===== src/rtl/pwm_shadow_ctrl.sv =====
// Shadow/active register bank for a PWM core.
// Commits shadow values to active immediately or on carrier zero/max edges.
module pwm_shadow_ctrl #(
  parameter int CNT_W = 16
) (
  input  logic             clk,
  input  logic             reset,
  input  logic             wr_valid,
  output logic             wr_ready,
  input  logic [2:0]       wr_addr,
  input  logic [CNT_W-1:0] wr_data,
  input  logic             commit_req,
  input  logic [1:0]       upd_mode,
  input  logic             pwm_on,
  input  logic [CNT_W-1:0] carrier,
  output logic [CNT_W-1:0] period_o,
  output logic [CNT_W-1:0] init_carr_o,
  output logic [CNT_W-1:0] compare_1_o,
  output logic [CNT_W-1:0] compare_2_o,
  output logic [CNT_W-1:0] compare_3_o,
  output logic [CNT_W-1:0] compare_4_o,
  output logic [CNT_W-1:0] dtime_A_o,
  output logic [CNT_W-1:0] dtime_B_o,
  output logic             busy,
  output logic             commit_done
);

  typedef enum logic [1:0] {
    S_IDLE,
    S_ARMED,
    S_APPLY
  } state_t;

  state_t           r_state;
  state_t           w_next;
  logic [1:0]       r_mode;
  logic [CNT_W-1:0] r_carr_q;
  logic             r_done;
  logic [CNT_W-1:0] r_shadow [8];
  logic [CNT_W-1:0] r_act    [8];

  logic w_idle;
  logic w_wr_fire;
  logic w_zero_evt;
  logic w_max_evt;
  logic w_sel_evt;

  assign w_idle    = (r_state == S_IDLE);
  assign w_wr_fire = wr_valid && w_idle;

  // Edge-qualified: a carrier parked on 0 or max yields one event.
  assign w_zero_evt = (carrier == '0) && (r_carr_q != '0);
  assign w_max_evt  = (carrier == r_act[0]) &&
                      (r_carr_q != r_act[0]);

  always_comb begin
    w_sel_evt = 1'b0;
    unique case (r_mode)
      2'b00: w_sel_evt = 1'b1;
      2'b01: w_sel_evt = w_zero_evt;
      2'b10: w_sel_evt = w_max_evt;
      2'b11: w_sel_evt = w_zero_evt || w_max_evt;
      default: w_sel_evt = 1'b0;
    endcase
  end

  always_comb begin
    w_next = r_state;
    unique case (r_state)
      S_IDLE: begin
        if (commit_req) begin
          if (upd_mode == 2'b00 || !pwm_on)
            w_next = S_APPLY;
          else
            w_next = S_ARMED;
        end
      end
      S_ARMED: begin
        if (!pwm_on || w_sel_evt)
          w_next = S_APPLY;
      end
      S_APPLY: w_next = S_IDLE;
      default: w_next = S_IDLE;
    endcase
  end

  always_ff @(posedge clk) begin
    if (reset) begin
      r_state  <= S_IDLE;
      r_mode   <= 2'b00;
      r_carr_q <= '0;
      r_done   <= 1'b0;
      for (int i = 0; i < 8; i++) begin
        r_shadow[i] <= '0;
        r_act[i]    <= '0;
      end
    end else begin
      r_state  <= w_next;
      r_carr_q <= carrier;
      r_done   <= (r_state == S_APPLY);
      if (w_wr_fire)
        r_shadow[wr_addr] <= wr_data;
      if (w_idle && commit_req)
        r_mode <= upd_mode;
      if (r_state == S_APPLY) begin
        for (int i = 0; i < 8; i++)
          r_act[i] <= r_shadow[i];
      end
    end
  end

  assign wr_ready    = w_idle;
  assign busy        = !w_idle;
  assign commit_done = r_done;

  assign period_o    = r_act[0];
  assign init_carr_o = r_act[1];
  assign compare_1_o = r_act[2];
  assign compare_2_o = r_act[3];
  assign compare_3_o = r_act[4];
  assign compare_4_o = r_act[5];
  assign dtime_A_o   = r_act[6];
  assign dtime_B_o   = r_act[7];

endmodule


===== config.mk =====
export PLATFORM = sky130hd
export DESIGN_NAME = pwm_shadow_ctrl
export DESIGN_NICKNAME = d
export VERILOG_FILES = /design/src/rtl/pwm_shadow_ctrl.sv
export SDC_FILE = /design/constraint.sdc
export NUM_CORES = 1
export LEC_CHECK = 0
export ABC_AREA = 1
export BUFFER_PORTS_ARGS = -buffer_cell sky130_fd_sc_hd__buf_4
export CAP_MARGIN = 15
export CORE_MARGIN = 2
export CORE_UTILIZATION = 51
export DETAILED_ROUTE_END_ITERATION = 10
export PLACE_DENSITY = 0.76
export SLEW_MARGIN = 20
export SYNTH_ARGS = -nofsm -noshare
export SYNTH_HDL_FRONTEND = slang
export SYNTH_SLANG_ARGS = --single-unit

===== constraint.sdc =====
create_clock -name clk -period 9.4 [get_ports clk]
set_clock_uncertainty 0.1 [all_clocks]
set_input_delay 1.88 -clock clk [delete_from_list [all_inputs] [get_ports clk]]
set_output_delay 1.88 -clock clk [all_outputs]
set_load 0.01 [all_outputs]

-- After elaboration in Yosys (flattened, before gate mapping)
Memory sizes are Yosys's and may differ from the RTL's.
Index checks and enable logic that the tools add are counted.
- memories kept: 2
- memory bits (writable): 256
- ROM bits: 0
- logic and storage cells: 63
- register bits: 21
- bits of input ports: 42
- output and inout bits: 131
- latch bits: 0
- memory list (memory ; depth ; width ; read ports ; clocked after Yosys merged registers in ; wr ports ; line ; source):
    r_act ; 8 ; 16 ; 8 ; 0 ; 8 ; 40 ; logic [CNT_W-1:0] r_act [8];
    r_shadow ; 8 ; 16 ; 8 ; 0 ; 8 ; 39 ; logic [CNT_W-1:0] r_shadow [8];
- mux-type cells: 24
- eq/ne operators: 9
- add/sub/neg operators: 0
- divide/modulo/power cells: 0
- multiply operators: 0
- bitwise operators: 8
- shift operators: 0
- reductions and logical operators: 16
- magnitude comparators: 0
- operators by type and width (cell ; number):
    $mux W16 ; 9
    $eq A16 B16 Y1 ; 1
    $logic_not A16 Y1 ; 1
    $ne A16 B16 Y1 ; 1
    $reduce_bool A16 Y1 ; 1
    $reduce_or A16 Y1 ; 1
    $mux W1 ; 9
    $or A1 B1 Y1 ; 8
    $eq A2 B2 Y1 const B ; 3
    $logic_not A2 Y1 ; 3
    $mux W2 ; 3
    $eq A2 B1 Y1 const B ; 2
    $logic_and A1 B1 Y1 ; 4
    $ne A2 B2 Y1 const B ; 2
    $pmux W1 S4 ; 1
    $pmux W2 S2 ; 1
    $logic_or A1 B1 Y1 ; 3
    $mux W3 ; 1
    $logic_not A1 Y1 ; 2
    $reduce_and A2 Y1 ; 1

-- Logic depth before layout (Yosys ltp)
Gate-level depths: netlist of the first run.
- depth after elaboration: 7
- gate-level depth with buffers: 11

-- Worst setup path after synthesis of the first run
OpenSTA, ideal clock, no wires.
- path type: reg-to-reg
- start: reg r_state[1]
- end: mem r_act[0][0] (enable)
- arrival: 9.403 ns
- cell stages (with the launch flop): 3
- data required time: 8.508 ns
- path slack: -0.895 ns
- buffers on the path: 0
- path through: dfxtp_1 > inv_1 > o21ai_0
- RTL lines (item ; line ; source):
    start, declared ; 34 ; state_t r_state;
    start signal, assigned ; 98 ; r_state <= w_next;
    end, declared ; 40 ;

==> metrics.yaml, run 1 <==
p_seq_frac: 0.538
drtAntennaViolNets: 0
synth-seq-cells: 277
htreeDepth: 1
fin_crit_ns: 3.59
cts_resized: 0
fmax_mhz: 279
cts_inserted_buffers: 26
ctsRootBufferMaster: "clkbuf_16"
finalSetupViolCount: 0
slew_viol_final: 0
drv_cap: 0
rsz0062_at_grt: "no"
mostFrequentLayoutCells: "nor2_1 (300), edfxtp_1 (256), inv_1 (205)"
vdd_drop_max_v: 0.000137
cp_data_arrival_time_ns: 3.62
cts_tree: "built"
synthesis.area_um2: 10900
p_per_area_nw_per_um2: 203
cp.required_ns: 9.44
io_pins: 173
gp_congestion: 0.930
start_util: 0.518
power_frac_clock: 0.385
synth_top_area_share: 0.706
ys_warn_count: 0
drc_errors: 0
clkTransAtPathRegs_ns: 0.06
drive_above_1_share: 0.201
cts_sinks: 277
ys_types: 23
slew_headroom: 0.275
holdCritPathClass: "flip-flop to flip-flop"
leakage_nw: 5.95
syn-num-nets: 988
clock_path_buffers: 3
grt_start_max_net_pins: 97
num_rows: 53
critical_path_class: "input port to flip-flop"
overflow: 0
drt_iter0_drc: 613
grt_usage: 0.206
fin_setup_tns_ns: 0
routedWlPerCell_um: 16.7
startpoint_type: "input port"
final_common_cell: "nor2_1"
run_status: "finished, final reports clean"
grt_first_pass_wirelength_um: 34800
clkLatencyLatePin_ns: 0.52
synth_cells: 946
cp_max_fo: 83
die_w_um: 150
grt_pass1_vias: 6420
rr_worst_depth: 5
nets: 1166
postCtsHoldBufs: 0
finish.utilization: 0.630
core_um2: 21000
portBuffers: 172
vias_per_cell: 4.88
p_int_mw: 2.10
worstMarginPinSlew_ns: 1.09
crit_path_end_kind: "flip-flop"
hold-path-cell-count: 2
post_cts_buffers: 0
finalHoldViolations: 0
antenna_found_initial: 0
synth_area_leaders: "edfxtp_1 (71%), nor2_1 (10%), inv_1 (7.1%), dfxtp_1 (3.9%), nand2_1 (3.1%)"
synth-seq-area-share: 0.744
drtPass1Iterations: 5
finalCritPeriodShare: 0.381
dr_total_vias: 6930
holdWs_ns: 0.387
p_comb_frac: 0.077
area.growth.synth_to_final_pct: 21.6
p_sw_mw: 0.592
totalWireLength_um: 23700
antenna_cells: 0
hpwl_um: 15500
die_h_um: 150
postSynthAreaPerCell_um2: 11.5
sw_frac_of_total: 0.220
synth_area_leader_cell: "edfxtp_1"
dieArea_um2: 22500
==> power by group through the flow <==
stage	Clock, mW	Sequential (mW)	Combinational, mW
floorplan	0	1.49	0.0837
global placement	0	1.47	0.202
detailed placement	0	1.47	0.208
CTS	1.05	1.45	0.209
global route	1.10	1.45	0.227
finish	1.04	1.45	0.207
==> per-stage QoR <==
stage	instance area, µm²	std cells	setup slack [ns]	power (mW)
6_report	13200	1419	5.81	2.69
5_1_grt	13200	1419	5.67	2.78
4_1_cts	13200	1419	5.81	2.70
3_5_place_dp	12400	1371	5.27	1.68
3_3_place_gp	12400	1371	5.32	1.68
2_1_floorplan	10900	946	2.46	1.57
==> state kept, by name (all words and copies together) (netlist names) <==
name	flops
r_act	128
commit_done	1
r_state	2
r_mode	2
r_carr_q	16
r_shadow	128
==> cell families (layout without fill, tap and decap cells) <==
logic type,after synthesis,after routing,synth area share
buf+inv,232,430,0.0869
simple gates,418,418,0.158
xor+xnor,5,5,0.00402
flops,277,277,0.744
compound gates,14,14,0.00689
==> per-layer routing <==
metal | up-vias | wire [µm] | track usage
met5 | - | 0 | 0
met4 | 0 | 372 | 0.0547
met3 | 25 | 2130 | 0.0376
met2 | 318 | 11500 | 0.334
met1 | 3295 | 9660 | 0.291
li1 | 3292 | - | -
==> final cells by class <==
cell class | instances | area (µm²)
inverter | 207 | 777
fill | 1584 | 7780
sequential | 277 | 8110
timing repair buffer | 175 | 1310
tap | 275 | 344
clock buffer | 29 | 683
clock inverter | 19 | 164
multi-input combinational | 437 | 1850
==> Yosys cell counts (all sizes together) <==
library cell / number
nor2: 303
edfxtp: 256
inv: 207
nand2: 98
dfxtp: 21
buf: 15
clkbuf: 10
nand4: 8
a21oi: 6
nand3: 6
o21ai: 6
xor2: 4
nor3: 3
o211ai: 1
o21a: 1
xnor2: 1
==> path summary, 6_finish.rpt <==
kind                                               from                            end  slack (ns)
worst max-delay path                              reset     r_act[0][41]$_SDFFCE_PN0P_        5.81
worst min-delay path             r_mode[0]$_SDFFE_PP0P_         r_mode[0]$_SDFFE_PP0P_        0.39
worst max register to register  r_state[0]$_SDFFE_PP0P_  r_shadow[2][10]$_SDFFCE_PN0P_        7.27
worst min register to register   r_mode[0]$_SDFFE_PP0P_         r_mode[0]$_SDFFE_PP0P_        0.39
==> worst max-delay path, stage by stage <==
cell	delay [ns]
buf_4	0.42
inv_2	0.29
o21ai_4	0.13
buf_4	0.80
(Power assumes the default switching activity.)
==> run 2: changes to the inputs <==
Settings changed: CORE_UTILIZATION 51 to 56, PLACE_DENSITY 0.76 to 0.79.
Clock period 9.4 ns to 3.4 ns, I/O delays scaled along.
==> run 2 against run 1 <==
Against the previous run:
- register-to-register slack got worse by 6.0 ns
- die area shrank 8.7%
- critical path type is now flip-flop to primary output
- first-iteration DRC count down 16%
- worst hold slack worse by 0.074 ns
- clock power is 150% higher
- final area decreased by 0.44%
- combinational power grew to 2.8 times the previous value
- sequential power rose to 2.8 times the previous value
- critical path depth decreased by 1
- largest power group unchanged
- non-clock buffer count rose by 2
- largest cell class unchanged
==> metrics.yaml, run 2 (same netlist as run 1, synthesis figures left out) <==
run_status: "finished, final reports clean"  # unchanged
ctsRootBufferMaster: "clkbuf_16"  # unchanged
fill_cells: 1401  # was 1584
vias_per_cell: 4.92  # was 4.88
timing.rr.start: "r_state[0]$_SDFFE_PP0P_"  # unchanged
nets: 1168  # was 1166
critPathTopFamily: "flip-flops"  # was buffers and inverters
multi_input_area_um2: 1850  # unchanged
drv_cap: 0  # unchanged
finish.utilization: 0.684  # was 0.630
p_seq_frac: 0.557  # was 0.538
r2r_end: "r_shadow[0][0]$_SDFFCE_PN0P_"  # was r_shadow[2][10]$_SDFFCE_PN0P_
postCtsHoldBufs: 0  # unchanged
die_h_um: 143  # was 150 µm
crit_buf_inv: 2  # was 3
cp.depth: 3  # was 4
finalSetupViolCount: 0  # unchanged
fin_crit_ns: 2.20
cp_data_arrival_time_ns: 1.42  # was 3.62 ns
critical_path_class: "flip-flop to primary output"  # was input port to flip-flop
mostFrequentLayoutCells: "nor2_1 (300), edfxtp_1 (256), inv_1 (205)"  # unchanged
slew_viol_final: 0  # unchanged
drt_iter0_drc: 515  # was 613
hold_path.startpoint: "carrier[3]"  # was r_mode[0]$_SDFFE_PP0P_
cts_inserted_buffers: 26  # unchanged
totalWireLength_um: 23300  # was 23700 µm
startpoint_type: "flip-flop"  # was input port
finalCritPeriodShare: 0.646
vdd_drop_max_v: 0.000334  # was 0.000137 V
clkTransAtPathRegs_ns: 0.06  # about the same
routedWlPerCell_um: 16.6  # was 16.7 µm
hpwl_um: 15300  # was 15500 µm
post_cts_buffers: 0  # unchanged
die_w_um: 143  # was 150 µm
holdWs_ns: 0.313  # was 0.387 ns
p_comb_frac: 0.081  # was 0.077
crit_chain: "nor2_4, inv_1, buf_4"  # was buf_4, inv_2, o21ai_4, buf_4
crit_path_end_kind: "primary output"  # was flip-flop
cts_sinks: 277  # unchanged
gp_congestion: 0.860  # was 0.930
cts_resized: 0  # unchanged
portBuffers: 172  # unchanged
rsz0062_at_grt: "no"  # unchanged
core_um2: 19300  # was 21000 µm²
top_regs: "r_act (128), r_shadow (128), r_carr_q (16)"  # unchanged
drtPass1Iterations: 4  # was 5
num_rows: 51  # was 53
antenna_cells: 0  # unchanged
worstHoldEndpoint: "r_carr_q[3]$_SDFF_PP0_"  # was r_mode[0]$_SDFFE_PP0P_
crit_slowest_cell: "dfxtp_1"  # was buf_4
drive_above_1_share: 0.197  # was 0.201
cp.required_ns: 2.62  # was 9.44 ns
dieArea_um2: 20600  # was 22500 µm²
rr_worst_depth: 5  # unchanged
grt_pass1_vias: 6548  # was 6420
dr_total_vias: 6923  # was 6930
antenna_found_initial: 0  # unchanged
drtAntennaViolNets: 0  # unchanged
p_per_area_nw_per_um2: 544  # was 203 nW/µm²
worstMarginPinSlew_ns: 0.832  # was 1.09 ns
overflow: 0  # unchanged
final_common_cell: "nor2_1"  # unchanged
fin_setup_tns_ns: 0  # unchanged
finalHoldViolations: 0  # unchanged
htreeDepth: 1  # unchanged
power_frac_clock: 0.362  # was 0.385
start_util: 0.565  # was 0.518
grt_start_max_net_pins: 129  # was 97
seqCellArea_um2: 8110  # unchanged
clock_path_buffers: 3  # unchanged
critPathMaxStageDelay_ns: 0.54  # was 0.80 ns
holdCritPathClass: "input port to flip-flop"  # was flip-flop to flip-flop
cts_tree: "built"  # unchanged
leakage_nw: 5.93  # was 5.95 nW
rrSetupSlack_ns: 1.25  # was 7.27 ns
drc_errors: 0  # unchanged
grt_first_pass_wirelength_um: 34900  # was 34800 µm
slew_headroom: 0.445  # was 0.275
sw_frac_of_total: 0.222  # was 0.220
clkLatencyLatePin_ns: 0.52  # about the same
hold-path-cell-count: 3  # was 2
p_int_mw: 5.58  # was 2.10 mW
area.growth.synth_to_final_pct: 21.0  # was 21.6%
p_sw_mw: 1.59  # was 0.592 mW
cp_max_fo: 5  # was 83
fmax_mhz: 456
io_pins: 173  # unchanged
grt_usage: 0.225  # was 0.206
## run 2: worst max-delay path by stage
stage	startpoint	end	slack [ns]
3_5_place_dp	reset	r_shadow[0][0]$_SDFFCE_PN0P_	0.70
5_1_grt	r_state[0]$_SDFFE_PP0P_	r_shadow[7][9]$_SDFFCE_PN0P_	1.12
3_3_place_gp	reset	r_shadow[5][14]$_SDFFCE_PN0P_	0.77
2_1_floorplan	r_state[1]$_SDFFE_PP0P_	r_act[0][0]$_SDFFCE_PN0P_	0.31
4_1_cts	r_state[0]$_SDFFE_PP0P_	r_shadow[7][0]$_SDFFCE_PN0P_	1.19
6_report	r_state[0]$_SDFFE_PP0P_	busy	1.20
## run 2: area by class of cell
| cell class | count | share of cell area |
|---|---|---|
| clock buffer | 34 | 0.0533 |
| clock inverter | 11 | 0.00361 |
| inverter | 207 | 0.0590 |
| multi-input combinational | 437 | 0.140 |
| sequential | 277 | 0.615 |
| tap | 265 | 0.0252 |
| timing repair buffer | 177 | 0.104 |
## run 2: metal layers
metal | routed length, µm | global-route usage | vias to the layer above | share of wire
met5 | 0 | 0 | - | 0
met4 | 550 | 0.0671 | 0 | 0.024
met3 | 1880 | 0.0397 | 48 | 0.081
met2 | 11500 | 0.377 | 326 | 0.49
met1 | 9350 | 0.305 | 3255 | 0.40
li1 | - | - | 3294 | -
## run 2: through the flow
step	power, mW	worst slack, ns	cell area (µm²)	instances
final	7.17	1.20	13200	1408
after CTS	7.20	1.19	13200	1408
after detailed placement	4.65	0.702	12400	1363
after floorplan	4.33	0.315	10900	946
after global placement	4.63	0.774	12400	1363
after global routing	7.39	1.12	13200	1408
## run 2: tightest hold or removal path, delay by kind of cell
kind	cells	cell delay (ns)
buf+inv	2	0.14
simple gates	1	0.07
## run 2: power groups by stage
stage	Combinational, mW	Clock (mW)	Sequential, mW
4_1_cts	0.584	2.61	4.00
6_report	0.580	2.59	4.00
5_1_grt	0.634	2.74	4.01
2_1_floorplan	0.233	0	4.10
3_5_place_dp	0.580	0	4.07
3_3_place_gp	0.564	0	4.07
